`config.mk`:
```
export PLATFORM = sky130hd
export DESIGN_NAME = vend_mode_ctrl
export DESIGN_NICKNAME = d
export VERILOG_FILES = /design/src/rtl/vend_pkg.sv /design/src/rtl/edge_det.sv /design/src/rtl/vend_mode_ctrl.sv
export SDC_FILE = /design/constraint.sdc
export NUM_CORES = 1
export LEC_CHECK = 0
export BUFFER_PORTS_ARGS = -buffer_cell sky130_fd_sc_hd__buf_4
export CORE_UTILIZATION = 57
export DETAILED_ROUTE_END_ITERATION = 7
export GPL_ROUTABILITY_DRIVEN = 0
export PLACE_DENSITY_LB_ADDON = 0.2
export RECOVER_POWER = 25
export SETUP_SLACK_MARGIN = 0.4
export SLEW_MARGIN = 5
export SYNTH_ARGS = -nofsm -noshare
export SYNTH_HDL_FRONTEND = slang
export SYNTH_SLANG_ARGS = --single-unit
```
`constraint.sdc`:
```
create_clock -name clk -period 4.45 [get_ports clk]
set_clock_uncertainty 0.2 [all_clocks]
set_input_delay 0.89 -clock clk [delete_from_list [all_inputs] [get_ports clk]]
set_output_delay 0.89 -clock clk [all_outputs]
set_load 0.02 [all_outputs]
```
`src/rtl/vend_pkg.sv`:
```
// Shared state encoding and default sizing for the vending mode controller.
package vend_pkg;

  typedef enum logic [3:0] {
    ST_OFF        = 4'h0,
    ST_INQUIRE    = 4'h1,
    ST_PAYMENT    = 4'h2,
    ST_ADD_AMOUNT = 4'h3,
    ST_ADM_ITEM   = 4'h4,
    ST_ADM_MENU   = 4'h5,
    ST_SUCCESS    = 4'h6,
    ST_FAILURE    = 4'h7
  } state_t;

  localparam int N_ADM_DEF       = 3;
  localparam int PAY_TIMEOUT_DEF = 1000;

  function automatic logic is_user_state(input state_t s);
    return (s inside {ST_INQUIRE, ST_ADD_AMOUNT, ST_PAYMENT, ST_SUCCESS, ST_FAILURE});
  endfunction

  function automatic logic is_admin_state(input state_t s);
    return (s inside {ST_ADM_MENU, ST_ADM_ITEM});
  endfunction

endpackage

```
`src/rtl/edge_det.sv`:
```
// Rising-edge detector for W synchronous level inputs.
module edge_det #(
  parameter int W = 1
) (
  input  logic         clk,
  input  logic         rst_n,
  input  logic [W-1:0] lvl,
  output logic [W-1:0] rise
);

  logic [W-1:0] lvl_q;

  // Cleared in reset so a level held across reset release reads as a fresh press.
  always_ff @(posedge clk or negedge rst_n) begin
    if (!rst_n) lvl_q <= '0;
    else        lvl_q <= lvl;
  end

  assign rise = lvl & ~lvl_q;

endmodule

```
`src/rtl/vend_mode_ctrl.sv`:
```
// Vending machine mode controller: user purchase flow, admin menu cursor, payment timeout.
//
// state       | meaning
// ST_OFF      | machine powered down, cursor cleared
// ST_INQUIRE  | idle, waiting for the user to start
// ST_ADD_AMOUNT | user choosing amount
// ST_PAYMENT  | waiting for payment result, timeout running
// ST_SUCCESS  | payment accepted
// ST_FAILURE  | payment rejected, cancelled or timed out
// ST_ADM_MENU | admin browsing entries with plus/minus
// ST_ADM_ITEM | admin inside the selected entry
module vend_mode_ctrl
  import vend_pkg::*;
#(
  parameter  int N_ADM       = N_ADM_DEF,
  parameter  int PAY_TIMEOUT = PAY_TIMEOUT_DEF,
  localparam int SEL_W       = $clog2(N_ADM)
) (
  input  logic             clk,
  input  logic             rst_n,
  input  logic             main_switch,
  input  logic             adm_mode,
  input  logic             btn_plus,
  input  logic             btn_minus,
  input  logic             btn_confirm,
  input  logic             btn_return,
  input  logic             pay_done,
  input  logic             pay_ok,
  output logic [3:0]       state,
  output logic [SEL_W-1:0] adm_sel,
  output logic             timeout
);

  localparam int CNT_W = $clog2(PAY_TIMEOUT);

  state_t           state_q, state_nxt;
  logic [SEL_W-1:0] sel_q, sel_nxt;
  logic [CNT_W-1:0] cnt_q, cnt_nxt;
  logic [3:0]       btn_rise;
  logic             pl, mi, cf, rt;
  logic             pay_last;
  logic             timeout_c;

  edge_det #(.W(4)) u_edge_det (
    .clk   (clk),
    .rst_n (rst_n),
    .lvl   ({btn_return, btn_confirm, btn_minus, btn_plus}),
    .rise  (btn_rise)
  );

  assign pl = btn_rise[0];
  assign mi = btn_rise[1];
  assign cf = btn_rise[2];
  assign rt = btn_rise[3];

  assign pay_last = (cnt_q == CNT_W'(PAY_TIMEOUT - 1));

  always_comb begin
    state_nxt = state_q;
    sel_nxt   = sel_q;
    timeout_c = 1'b0;
    if (!main_switch) begin
      state_nxt = ST_OFF;
    end else if (state_q == ST_OFF) begin
      state_nxt = adm_mode ? ST_ADM_MENU : ST_INQUIRE;
    end else if (is_user_state(state_q) && adm_mode) begin
      state_nxt = ST_ADM_MENU;
    end else if (is_admin_state(state_q) && !adm_mode) begin
      state_nxt = ST_INQUIRE;
    end else begin
      case (state_q)
        ST_INQUIRE: begin
          if (cf) state_nxt = ST_ADD_AMOUNT;
        end
        ST_ADD_AMOUNT: begin
          if (cf)      state_nxt = ST_PAYMENT;
          else if (rt) state_nxt = ST_INQUIRE;
        end
        ST_PAYMENT: begin
          // A payment result always beats a cancel or an expiring timer.
          if (pay_done) begin
            state_nxt = pay_ok ? ST_SUCCESS : ST_FAILURE;
          end else begin
            timeout_c = pay_last;
            if (rt || pay_last) state_nxt = ST_FAILURE;
          end
        end
        ST_SUCCESS, ST_FAILURE: begin
          if (cf || rt) state_nxt = ST_INQUIRE;
        end
        ST_ADM_MENU: begin
          if (cf) begin
            state_nxt = ST_ADM_ITEM;
          end else if (pl && !mi) begin
            sel_nxt = (sel_q == SEL_W'(N_ADM - 1)) ? '0 : sel_q + SEL_W'(1);
          end else if (mi && !pl) begin
            sel_nxt = (sel_q == '0) ? SEL_W'(N_ADM - 1) : sel_q - SEL_W'(1);
          end
        end
        ST_ADM_ITEM: begin
          if (rt) state_nxt = ST_ADM_MENU;
        end
        default: state_nxt = ST_OFF;
      endcase
    end
    if (state_nxt == ST_OFF) sel_nxt = '0;
  end

  // Counter only runs while staying in PAYMENT, so it is zero on the first PAYMENT cycle.
  always_comb begin
    cnt_nxt = '0;
    if ((state_q == ST_PAYMENT) && (state_nxt == ST_PAYMENT)) cnt_nxt = cnt_q + CNT_W'(1);
  end

  always_ff @(posedge clk or negedge rst_n) begin
    if (!rst_n) begin
      state_q <= ST_OFF;
      sel_q   <= '0;
      cnt_q   <= '0;
    end else begin
      state_q <= state_nxt;
      sel_q   <= sel_nxt;
      cnt_q   <= cnt_nxt;
    end
  end

  assign state   = state_q;
  assign adm_sel = sel_q;
  assign timeout = timeout_c;

endmodule

```
==> key figures, run 1 <==
Status
  • Outcome: completed

Setup path
  • Cell Chain, Critical Path: buf_4 -> nand2b_1 -> or4b_1 -> nor4_1 -> buf_4
  • Critical Path AT: 2.06 ns
  • Worst r2r src: state[0]
  • Crit end category: output pin
  • Slowest stage cell, crit path: or4b_1
  • Worst setup startpoint: main_switch
  • CP top delay family: simple AND/OR/NAND/NOR gates
  • CP Data Required Time: 3.36 ns
  • Crit path buf inv count: 2
  • Reg2Reg Setup Slack: 2.32 ns
  • CP startpoint kind: input port
  • Max stage delay on crit path: 0.52 ns
  • Crit Path Class: in -> out
  • Cell mode on critical path: buf_4
  • Critical path peak fanout: 7

Placement
  • Post-DP Area: 1130 um^2
  • Dpl ws: 1.30 ns
  • Buffers on Ports: 16
  • DP Cell Count: 130
  • Hpwl dp: 1.35 mm

STA
  • Rel. slew slack: 31.0%
  • Fmax: 317 MHz
  • Tcrit/Tclk final: 70.9%
  • RSZ-0062 raised after global routing: no
  • Actual slew at the worst max-slew pin: 1.03 ns
  • Setup TNS: 0 ns
  • Final-report setup violation count: 0
  • Worst hold margin: 0.273 ns
  • Tmin final: 3.15 ns
  • Fin. max-slew vios: 0
  • PnR worst setup slack: 1.30 ns
  • Hold Violations, Final: 0

Synthesis
  • Synth warn: 0
  • Largest cells by area after synthesis: dfrtp_1, ha_1, nor2_1, xnor2_1, nand2b_1
  • Post-synth top cells: dfrtp_1, nor2_1, xnor2_1
  • Main synth FF type: dfrtp_1
  • Synth top area share: 49.9%
  • Syn_nets: 114
  • Synth Cell Area: 1000 um^2
  • Cell with the most instances after synthesis: dfrtp_1
  • Netlist cell types: 31
  • FFs w/ async S/R, synth: 100%
  • Cells after Synth: 99
  • Sequential-to-total area share from yosys stat: 49.9%
  • #FFs+latches synth: 20
  • Yosys top cell by area: dfrtp_1
  • Syn Area/Cell: 10.1 um^2
  • Post-synth EDFFs: 0

Finish
  • Share of post-route cells with drive strength above 1: 17.8%
  • Final Cell Area: 1160 um^2
  • Final core utilization: 73.8%
  • Ant diodes: 0
  • Area delta synth->final: 16.1%
  • Nets: 134
  • Final Non-Filler Cells: 134

Global route
  • Tot GR Track Use: 23.4%
  • Grt total ovfl: 0
  • Vias in the first global route: 792
  • Initial antenna violation count: 0
  • First-pass GRT wire length: 3.15 mm
  • Largest net degree at the start of global routing: 21

CTS
  • Worst-path clk slew: 0.10 ns
  • Hold Buf Count CTS: 0
  • Postcts setup bufs: 0
  • CTS Buf Count: 3
  • CTS resizes: 0
  • CTS H-tree lvls: 1
  • CTS max path bufs: 2
  • CTS Sinks: 20
  • Clock Tree Root: clkbuf_4
  • Clk Latency, worst-skew pair: 0.30 ns
  • CTS tree: done

Die
  • Die Area: 1930 um^2
  • Total core area: 1580 um^2
  • Die Y: 43.9 um
  • Chip width: 43.9 um
  • Initial Util: 63.6%
  • FP Rows: 14
  • I/O pins: 17

Routing
  • Drt first-iter violations: 15
  • Vias: 777
  • DRT antenna net count: 0
  • WL final: 1.87 mm
  • Mean number of vias per cell: 5.80
  • DR WL/cell: 13.9 um
  • DRT Pass-1 Iters: 6
  • # DRC: 0

Pwr
  • Final Total Pwr: 0.313 mW
  • Leak: 0.512 nW
  • PD cells: 269 nW/um^2
  • Max VDD drop: 0.259 mV

Hold path
  • Class of the worst hold path: reg -> reg
  • Worst hold path startpoint: cnt_q[0]

Flow run
  • Max_cap viols: 0
routing by layer:
metal  vias to the layer above  track usage, %  routed length, um
met4                         0            15.8                 38
met5                         -               0                  0
met3                         4            7.08                 94
met2                        22            39.7                937
li1                        380               -                  -
met1                       371            24.9                795
cells by family (layout without fill, tap and decap cells):
logic type	after synthesis	after routing	synth area share, %
AND/OR/NAND/NOR	44	44	23.3
buffers and inverters	6	25	3.00
multiplexers	1	1	0.999
XOR/XNOR	8	8	6.99
AO/OA/AOI/OAI	14	14	9.11
other	1	1	0.374
flip-flops	20	20	49.9
adder cells (fa/ha/maj)	5	5	6.24
worst register-to-register path, cell delays in order, from the launching register on:
cell and delay, ns:
dfrtp_1 0.47, nor3b_2 0.26, or4b_1 0.47, or3_1 0.49, nor2_1 0.17
cell usage in the layout (no fill, tap or decap), types with 2 or more instances in the layout:
master / instances
o21ai_0: 4
nand3_1: 2
nand2b_1: 4
nor2b_1: 4
a21oi_1: 2
ha_1: 5
buf_4: 15
xor2_1: 2
xnor2_1: 6
and3_1: 3
nor3_1: 3
clkbuf_4: 3
inv_1: 5
dfrtp_1: 20
nand2_1: 5
a31oi_1: 2
a211oi_1: 2
nor2_1: 15
cell type report:
| type | instances | area (um^2) |
|---|---|---|
| Clock buffer | 4 | 36.3 |
| Fill cell | 122 | 413 |
| Inverter | 5 | 18.8 |
| Multi-Input combinational cell | 73 | 472 |
| Sequential cell | 20 | 500 |
| Tap cell | 16 | 20.0 |
| Timing Repair Buffer | 16 | 116 |
report_power, final:
group          total, mW  internal, mW  switching [mW]
Sequential         0.187         0.185         0.00252
Combinational     0.0235        0.0103          0.0132
Clock              0.102        0.0499          0.0525
Total              0.313         0.245          0.0682
state kept, by name, summed over array words and instances (netlist names):
signal            count
adm_sel               2
cnt_q                10
state                 4
u_edge_det.lvl_q      4
worst paths after layout:
path,to,cells past startpoint
setup reg to reg,cnt_q[4],4
max in group asynchronous,u_edge_det.lvl_q[0],1
hold / removal,cnt_q[0],1
setup / recovery,timeout,5
hold reg to reg,cnt_q[0],1
min in group asynchronous,state[0],1
Note: power is estimated with default switching activity, not from simulation.
==> run 2: changes to the inputs <==
Settings changed: CORE_UTILIZATION 57 to 48.
Clock period 4.45 ns to 2.7 ns, I/O delays scaled along.
==> run 2 against run 1 <==
First-iteration DRC count decreased by 33%. Clock power increased by 130%. Register-to-register slack got worse by 1.7 ns. Critical endpoint unchanged. Sequential power increased by 64%. Setup slack got worse by 1.1 ns. Combinational power increased by 89%. Final area increased by 8.2%. Critical path depth decreased by 1. Non-clock buffer count increased by 6.
==> key figures, run 2 (synthesized netlist as in run 1, its figures left out) <==
Global route
  • Initial antenna violation count: 0 (unchanged)
  • Tot GR Track Use: 18.9% (-4.5 points)
  • Grt total ovfl: 0 (unchanged)
  • Met2 global-route usage: 31.9% (-7.8 points)
  • Gr busiest metal: met2
  • Vias in the first global route: 717 (-9.5%)
  • Global-route met1 utilization: 24.5% (-0.47 points)
  • Largest net degree at the start of global routing: 21 (unchanged)
  • Met3 GRT Util: 3.40% (-3.7 points)
  • First-pass GRT wire length: 2.99 mm (-5.0%)

STA
  • Setup TNS: 0 ns (unchanged)
  • Final-report setup violation count: 0 (unchanged)
  • Tcrit/Tclk final: 93.1%
  • Rel. slew slack: 30.6% (-0.40 points)
  • Fin. max-slew vios: 0 (unchanged)
  • Actual slew at the worst max-slew pin: 1.04 ns (+0.00608 ns)
  • RSZ-0062 raised after global routing: yes
  • Fmax: 398 MHz
  • Tmin final: 2.51 ns
  • Hold Violations, Final: 0 (unchanged)

Die
  • Die Area: 2270 um^2 (+18%)
  • I/O pins: 17 (unchanged)
  • Initial Util: 51.1% (-12 points)
  • Chip width: 47.7 um (+8.6%)
  • FP Rows: 16 (+2)
  • Total core area: 1960 um^2 (+24%)
  • Die Y: 47.7 um (+8.6%)

Finish
  • Area delta synth->final: 25.6%
  • Ant diodes: 0 (unchanged)
  • Commonest non-fill, non-tap cell in the layout: dfrtp_1
  • Largest Register: cnt_q
  • Commonest non-fill, non-tap cells in the layout: dfrtp_1, buf_4, nor2_1, xnor2_1, clkbuf_4
  • Share of post-route cells with drive strength above 1: 23.4% (+5.6 points)
  • FILL cells: 173 (+42%)
  • Max FFs per register: 10 (unchanged)
  • Nets: 140 (+4.5%)

Routing
  • DRT Pass-1 Iters: 3 (-3)
  • DRT antenna net count: 0 (unchanged)
  • # DRC: 0 (unchanged)
  • WL final: 1.77 mm (-4.9%)
  • Vias: 771 (-0.77%)
  • DR WL/cell: 11.7 um (-16%)
  • Mean number of vias per cell: 5.11 (-12%)
  • Drt first-iter violations: 10 (-5)

Setup path
  • Critical Path AT: 1.77 ns (-0.29 ns)
  • Slowest stage cell, crit path: or4b_4
  • Crit end category: output pin
  • CP Data Required Time: 1.96 ns (-1.40 ns)
  • CP startpoint kind: flop
  • Cell Chain, Critical Path: nor3b_2 -> or4b_4 -> nor4_4 -> buf_4
  • Max stage delay on crit path: 0.51 ns (about the same)
  • Critical path peak fanout: 2 (-5)
  • Crit Path Class: reg -> out

Pwr
  • Clk network pwr share: 40.3% (+7.6 points)
  • Max VDD drop: 0.360 mV (+39%)
  • Part of the power in registers: 52.1% (-7.7 points)
  • Psw: 0.114 mW (+68%)
  • Logic pwr share: 7.6% (about the same)
  • Leak: 0.544 nW (+6.2%)
  • Final Total Pwr: 0.589 mW (+88%)
  • Total internal power: 0.475 mW (+94%)
  • Switching Fraction: 19.4% (-2.4 points)
  • PD cells: 468 nW/um^2 (+74%)

CTS
  • CTS max path bufs: 2 (unchanged)
  • CTS tree: done
  • Worst-path clk slew: 0.11 ns (about the same)
  • CTS H-tree lvls: 1 (unchanged)
  • CTS Sinks: 20 (unchanged)
  • Clk Latency, worst-skew pair: 0.29 ns (about the same)
  • CTS Buf Count: 3 (unchanged)
  • Clock Tree Root: clkbuf_4

Placement
  • Buffers on Ports: 16 (unchanged)
  • Hpwl dp: 1.31 mm (-2.7%)

Status
  • Outcome: completed

Hold path
  • Class of the worst hold path: in -> reg

Flow run
  • Max_cap viols: 0 (unchanged)
## run 2: what timing repair did
item / CTS / global route
endpoints found under the hold margin: 20 / 0
setup buffers: 4 / 0
cloned: 0 / 0
pin swaps: 1 / 0
endpoints found under the setup margin: 1 / 1
hold buffers: 1 / 0
gates resized for setup: 3 / 0
## run 2: layout make-up
type / instances / area, um^2 / area share, %
Sequential cell: 20 / 503 / 40.0
Multi-Input combinational cell: 73 / 490 / 39.0
Timing Repair Buffer: 22 / 160 / 12.7
Tap cell: 27 / 33.8 / 2.68
Clock inverter: 1 / 30.0 / 2.39
Clock buffer: 3 / 22.5 / 1.79
Inverter: 5 / 18.8 / 1.49
## run 2: through the flow
step	hold WS, ns	setup slack [ns]	instances	area (um^2)	utilization [%]
2_1_floorplan	0.0444	0.445	99	1020	-
3_3_place_gp	0.230	0.385	142	1170	59.5
3_5_place_dp	0.231	0.371	142	1170	59.5
4_1_cts	0.139	0.176	151	1270	64.5
5_1_grt	0.151	0.117	151	1260	64.2
6_report	0.166	0.187	151	1260	64.2
## run 2: worst max-delay path: cells and delay by family (launching register included)
kind          cells  cell delay (ns)
simple gates      3             0.87
flops             1             0.43
buf+inv           1             0.18
## run 2: final timing paths
check                                      endpoint      start  cells after the start  slack (ns)
worst max-delay path                        timeout   state[2]                      4        0.19
worst min-delay path            u_edge_det.lvl_q[1]  btn_minus                      1        0.17
worst max register to register             cnt_q[3]   state[2]                      4        0.65
worst min register to register             cnt_q[0]   cnt_q[0]                      1        0.27
max in group asynchronous                  state[0]      rst_n                      2        0.87
min in group asynchronous                adm_sel[0]      rst_n                      2        0.73
## run 2: power groups by stage
stage | combinational [mW] | clock, mW | sequential (mW)
2_1_floorplan | 0.0130 | 0 | 0.316
3_3_place_gp | 0.0405 | 0 | 0.314
3_5_place_dp | 0.0414 | 0 | 0.314
4_1_cts | 0.0466 | 0.247 | 0.307
5_1_grt | 0.0508 | 0.261 | 0.308
6_report | 0.0445 | 0.238 | 0.307
## run 2: metal layers
layer,part of all wire (%),vias up
met2,51,11
met5,0,-
li1,-,392
met1,44,366
met4,0.51,0
met3,3.5,2
==> run 3: changes to the inputs <==
Settings changed: CORE_UTILIZATION 48 to 50, SYNTH_HIERARCHICAL set to 1.
==> run 3 against run 2 <==
Synthesized cell count rose by 13%. Routed wire length rose by 29%. Final area rose by 14%. Power rose by 5.6%. Final cell count rose by 8.6%. Sequential power rose by 2%. Global-route usage rose by 2.3 points. Hold slack improved by 0.0039 ns.
==> key figures, run 3 <==
Status
  • Outcome: completed

Setup path
  • CP top delay family: simple AND/OR/NAND/NOR gates
  • Crit end category: output pin
  • Max stage delay on crit path: 0.48 ns (-0.03 ns)
  • Critical Path AT: 1.54 ns (-0.23 ns)
  • Cell Chain, Critical Path: nor4b_4 -> nand3_2 -> nor4_4 -> buf_4
  • Slowest stage cell, crit path: dfrtp_2
  • Crit path buf inv count: 1 (unchanged)
  • Crit Path Class: reg -> out
  • CP startpoint kind: flop
  • Critical path peak fanout: 7 (+5)
  • CP Data Required Time: 1.96 ns (about the same)

STA
  • Actual slew at the worst max-slew pin: 1.06 ns (+0.0173 ns)
  • Final-report setup violation count: 0 (unchanged)
  • Fin. max-slew vios: 0 (unchanged)
  • Rel. slew slack: 29.5% (-1.2 points)
  • RSZ-0062 raised after global routing: yes
  • Tmin final: 2.28 ns (-0.235 ns)
  • Tcrit/Tclk final: 84.4% (-8.7 points)
  • PnR worst setup slack: 0.422 ns (+0.235 ns)
  • Setup TNS: 0 ns (unchanged)
  • Hold Violations, Final: 0 (unchanged)
  • Fmax: 439 MHz (+10%)

Die
  • Die Y: 50.1 um (+5.1%)
  • FP Rows: 17 (+1)
  • I/O pins: 17 (unchanged)
  • Initial Util: 52.8% (+1.7 points)
  • Die Area: 2510 um^2 (+10%)
  • Total core area: 2190 um^2 (+12%)
  • Chip width: 50.1 um (+5.1%)

Global route
  • Grt total ovfl: 0 (unchanged)
  • Initial antenna violation count: 0 (unchanged)
  • Vias in the first global route: 897 (+25%)
  • First-pass GRT wire length: 3.99 mm (+33%)
  • Largest net degree at the start of global routing: 21 (unchanged)
  • Tot GR Track Use: 21.3% (+2.3 points)

Synthesis
  • Synth Cell Area: 1160 um^2 (+15%)
  • Netlist cell types: 40 (+29%)
  • FFs w/ async S/R, synth: 100% (unchanged)
  • Simple-gate share of the synthesized area: 30.9% (+7.6 points)
  • Post-synth EDFFs: 0 (unchanged)
  • Post-synth top cells: dfrtp_1, nor4_1, nand2_1, inv_1, ha_1
  • #FFs+latches synth: 20 (unchanged)
  • Largest family of logic cells by synthesized area: simple AND/OR/NAND/NOR gates
  • Post-synthesis adder-cell area fraction: 5.41% (-0.84 points)
  • Synth Area in XOR/XNOR: 6.05% (-0.94 points)
  • Mux share of post-synthesis cell area: 0.973% (-0.026 points)
  • Cell with the most instances after synthesis: dfrtp_1
  • Cells after Synth: 112 (+13%)
  • Largest cells by area after synthesis: dfrtp_1, nor4_1, ha_1, nor2b_4, xnor2_1
  • Yosys top cell by area: dfrtp_1
  • Main synth FF type: dfrtp_1
  • Compound-Gate Fraction of Synth Area: 9.41% (+0.29 points)
  • Synth warn: 6 (+6)
  • Synth top area share: 43.2% (-6.7 points)
  • Syn Area/Cell: 10.3 um^2 (+2.1%)
  • Syn_nets: 127 (+11%)
  • Sequential-to-total area share from yosys stat: 43.2% (-6.7 points)

Routing
  • DR WL/cell: 13.9 um (+18%)
  • DRT Pass-1 Iters: 4 (+1)
  • WL final: 2.28 mm (+29%)
  • Mean number of vias per cell: 5.59 (+9.5%)
  • Drt first-iter violations: 18 (+8)
  • DRT antenna net count: 0 (unchanged)
  • # DRC: 0 (unchanged)
  • Vias: 917 (+19%)

CTS
  • Worst-path clk slew: 0.12 ns (about the same)
  • CTS H-tree lvls: 1 (unchanged)
  • CTS tree: done
  • CTS Buf Count: 3 (unchanged)
  • Clock Tree Root: clkbuf_4
  • CTS max path bufs: 2 (unchanged)
  • CTS Sinks: 20 (unchanged)
  • Clk Latency, worst-skew pair: 0.30 ns (about the same)

Finish
  • FILL cells: 182 (+5.2%)
  • Final Non-Filler Cells: 164 (+8.6%)
  • Max FFs per register: 10 (unchanged)
  • Commonest non-fill, non-tap cells in the layout: dfrtp_1, buf_4, nor4_1, nand2_1
  • Share of post-route cells with drive strength above 1: 29.4% (+6.0 points)
  • Area delta synth->final: 23.6%
  • Nets: 152 (+8.6%)
  • Largest Register: cnt_q
  • Final core utilization: 65.3% (+1.1 points)
  • Ant diodes: 0 (unchanged)

Pwr
  • Max VDD drop: 0.366 mV (+1.8%)
  • PD cells: 435 nW/um^2 (-7.0%)
  • Final Total Pwr: 0.622 mW (+5.6%)
  • Leak: 0.581 nW (+6.8%)

Flow run
  • Max_cap viols: 0 (unchanged)

Placement
  • Hpwl dp: 1.69 mm (+28%)
  • DP Cell Count: 156 (+9.9%)
  • Dpl ws: 0.379 ns (+0.00829 ns)
  • Buffers on Ports: 16 (unchanged)

Hold path
  • Class of the worst hold path: in -> reg
run 3: cell families (layout without fill, tap and decap cells):
kind of cell	after synthesis	in the layout
compound gates	15	15
xor+xnor	8	8
fa+ha+maj	5	5
buf+inv	9	33
flops	20	20
mux	1	1
other cells	1	1
simple gates	53	53
run 3: layout make-up:
class,count,area (um^2),area share [%]
clock buffers,3,22.5,1.57
inverters,6,22.5,1.57
well taps,28,35.0,2.45
flip-flops and latches,20,504,35.3
repair buffers,23,168,11.7
clock inverters,1,30.0,2.10
multi-input cells,83,648,45.3
run 3: final timing paths:
| check | endpoint | slack [ns] | cells after the start | from |
|---|---|---|---|---|
| setup / recovery | timeout | 0.42 | 4 | state[2] |
| hold reg to reg | cnt_q[0] | 0.31 | 1 | cnt_q[0] |
| setup reg to reg | cnt_q[2] | 0.59 | 5 | cnt_q[0] |
| min in group asynchronous | u_edge_det/lvl_q[2] | 0.74 | 2 | rst_n |
| hold / removal | u_edge_det/lvl_q[2] | 0.17 | 1 | btn_confirm |
| max in group asynchronous | state[1] | 0.87 | 2 | rst_n |
run 3: what timing repair did:
action                                  CTS  global route
hold endpoints to repair                 20             0
pin swaps                                 1             0
cloned                                    0             0
resized for setup                         5             2
buffers inserted                          2             1
hold buffers                              1             0
endpoints found under the setup margin    1             5
run 3: metal layers:
metal	GRT usage (%)	wire length (um)
met3	4.01	57
met5	0	0
met2	37.1	1190
met4	7.14	25
met1	25.9	1010
run 3: stage by stage:
step / instance area, um^2 / hold slack [ns]
final: 1430 / 0.170
after global routing: 1430 / 0.149
after CTS: 1430 / 0.137
after detailed placement: 1330 / 0.234
after global placement: 1330 / 0.230
after floorplan: 1170 / 0.0444
run 3: report_power, final:
group          leakage [nW]  total (mW)  internal [mW]  switching, mW
registers             0.262       0.313          0.305        0.00749
clock network        0.0279       0.239          0.150         0.0889
logic                 0.291      0.0702         0.0327         0.0375
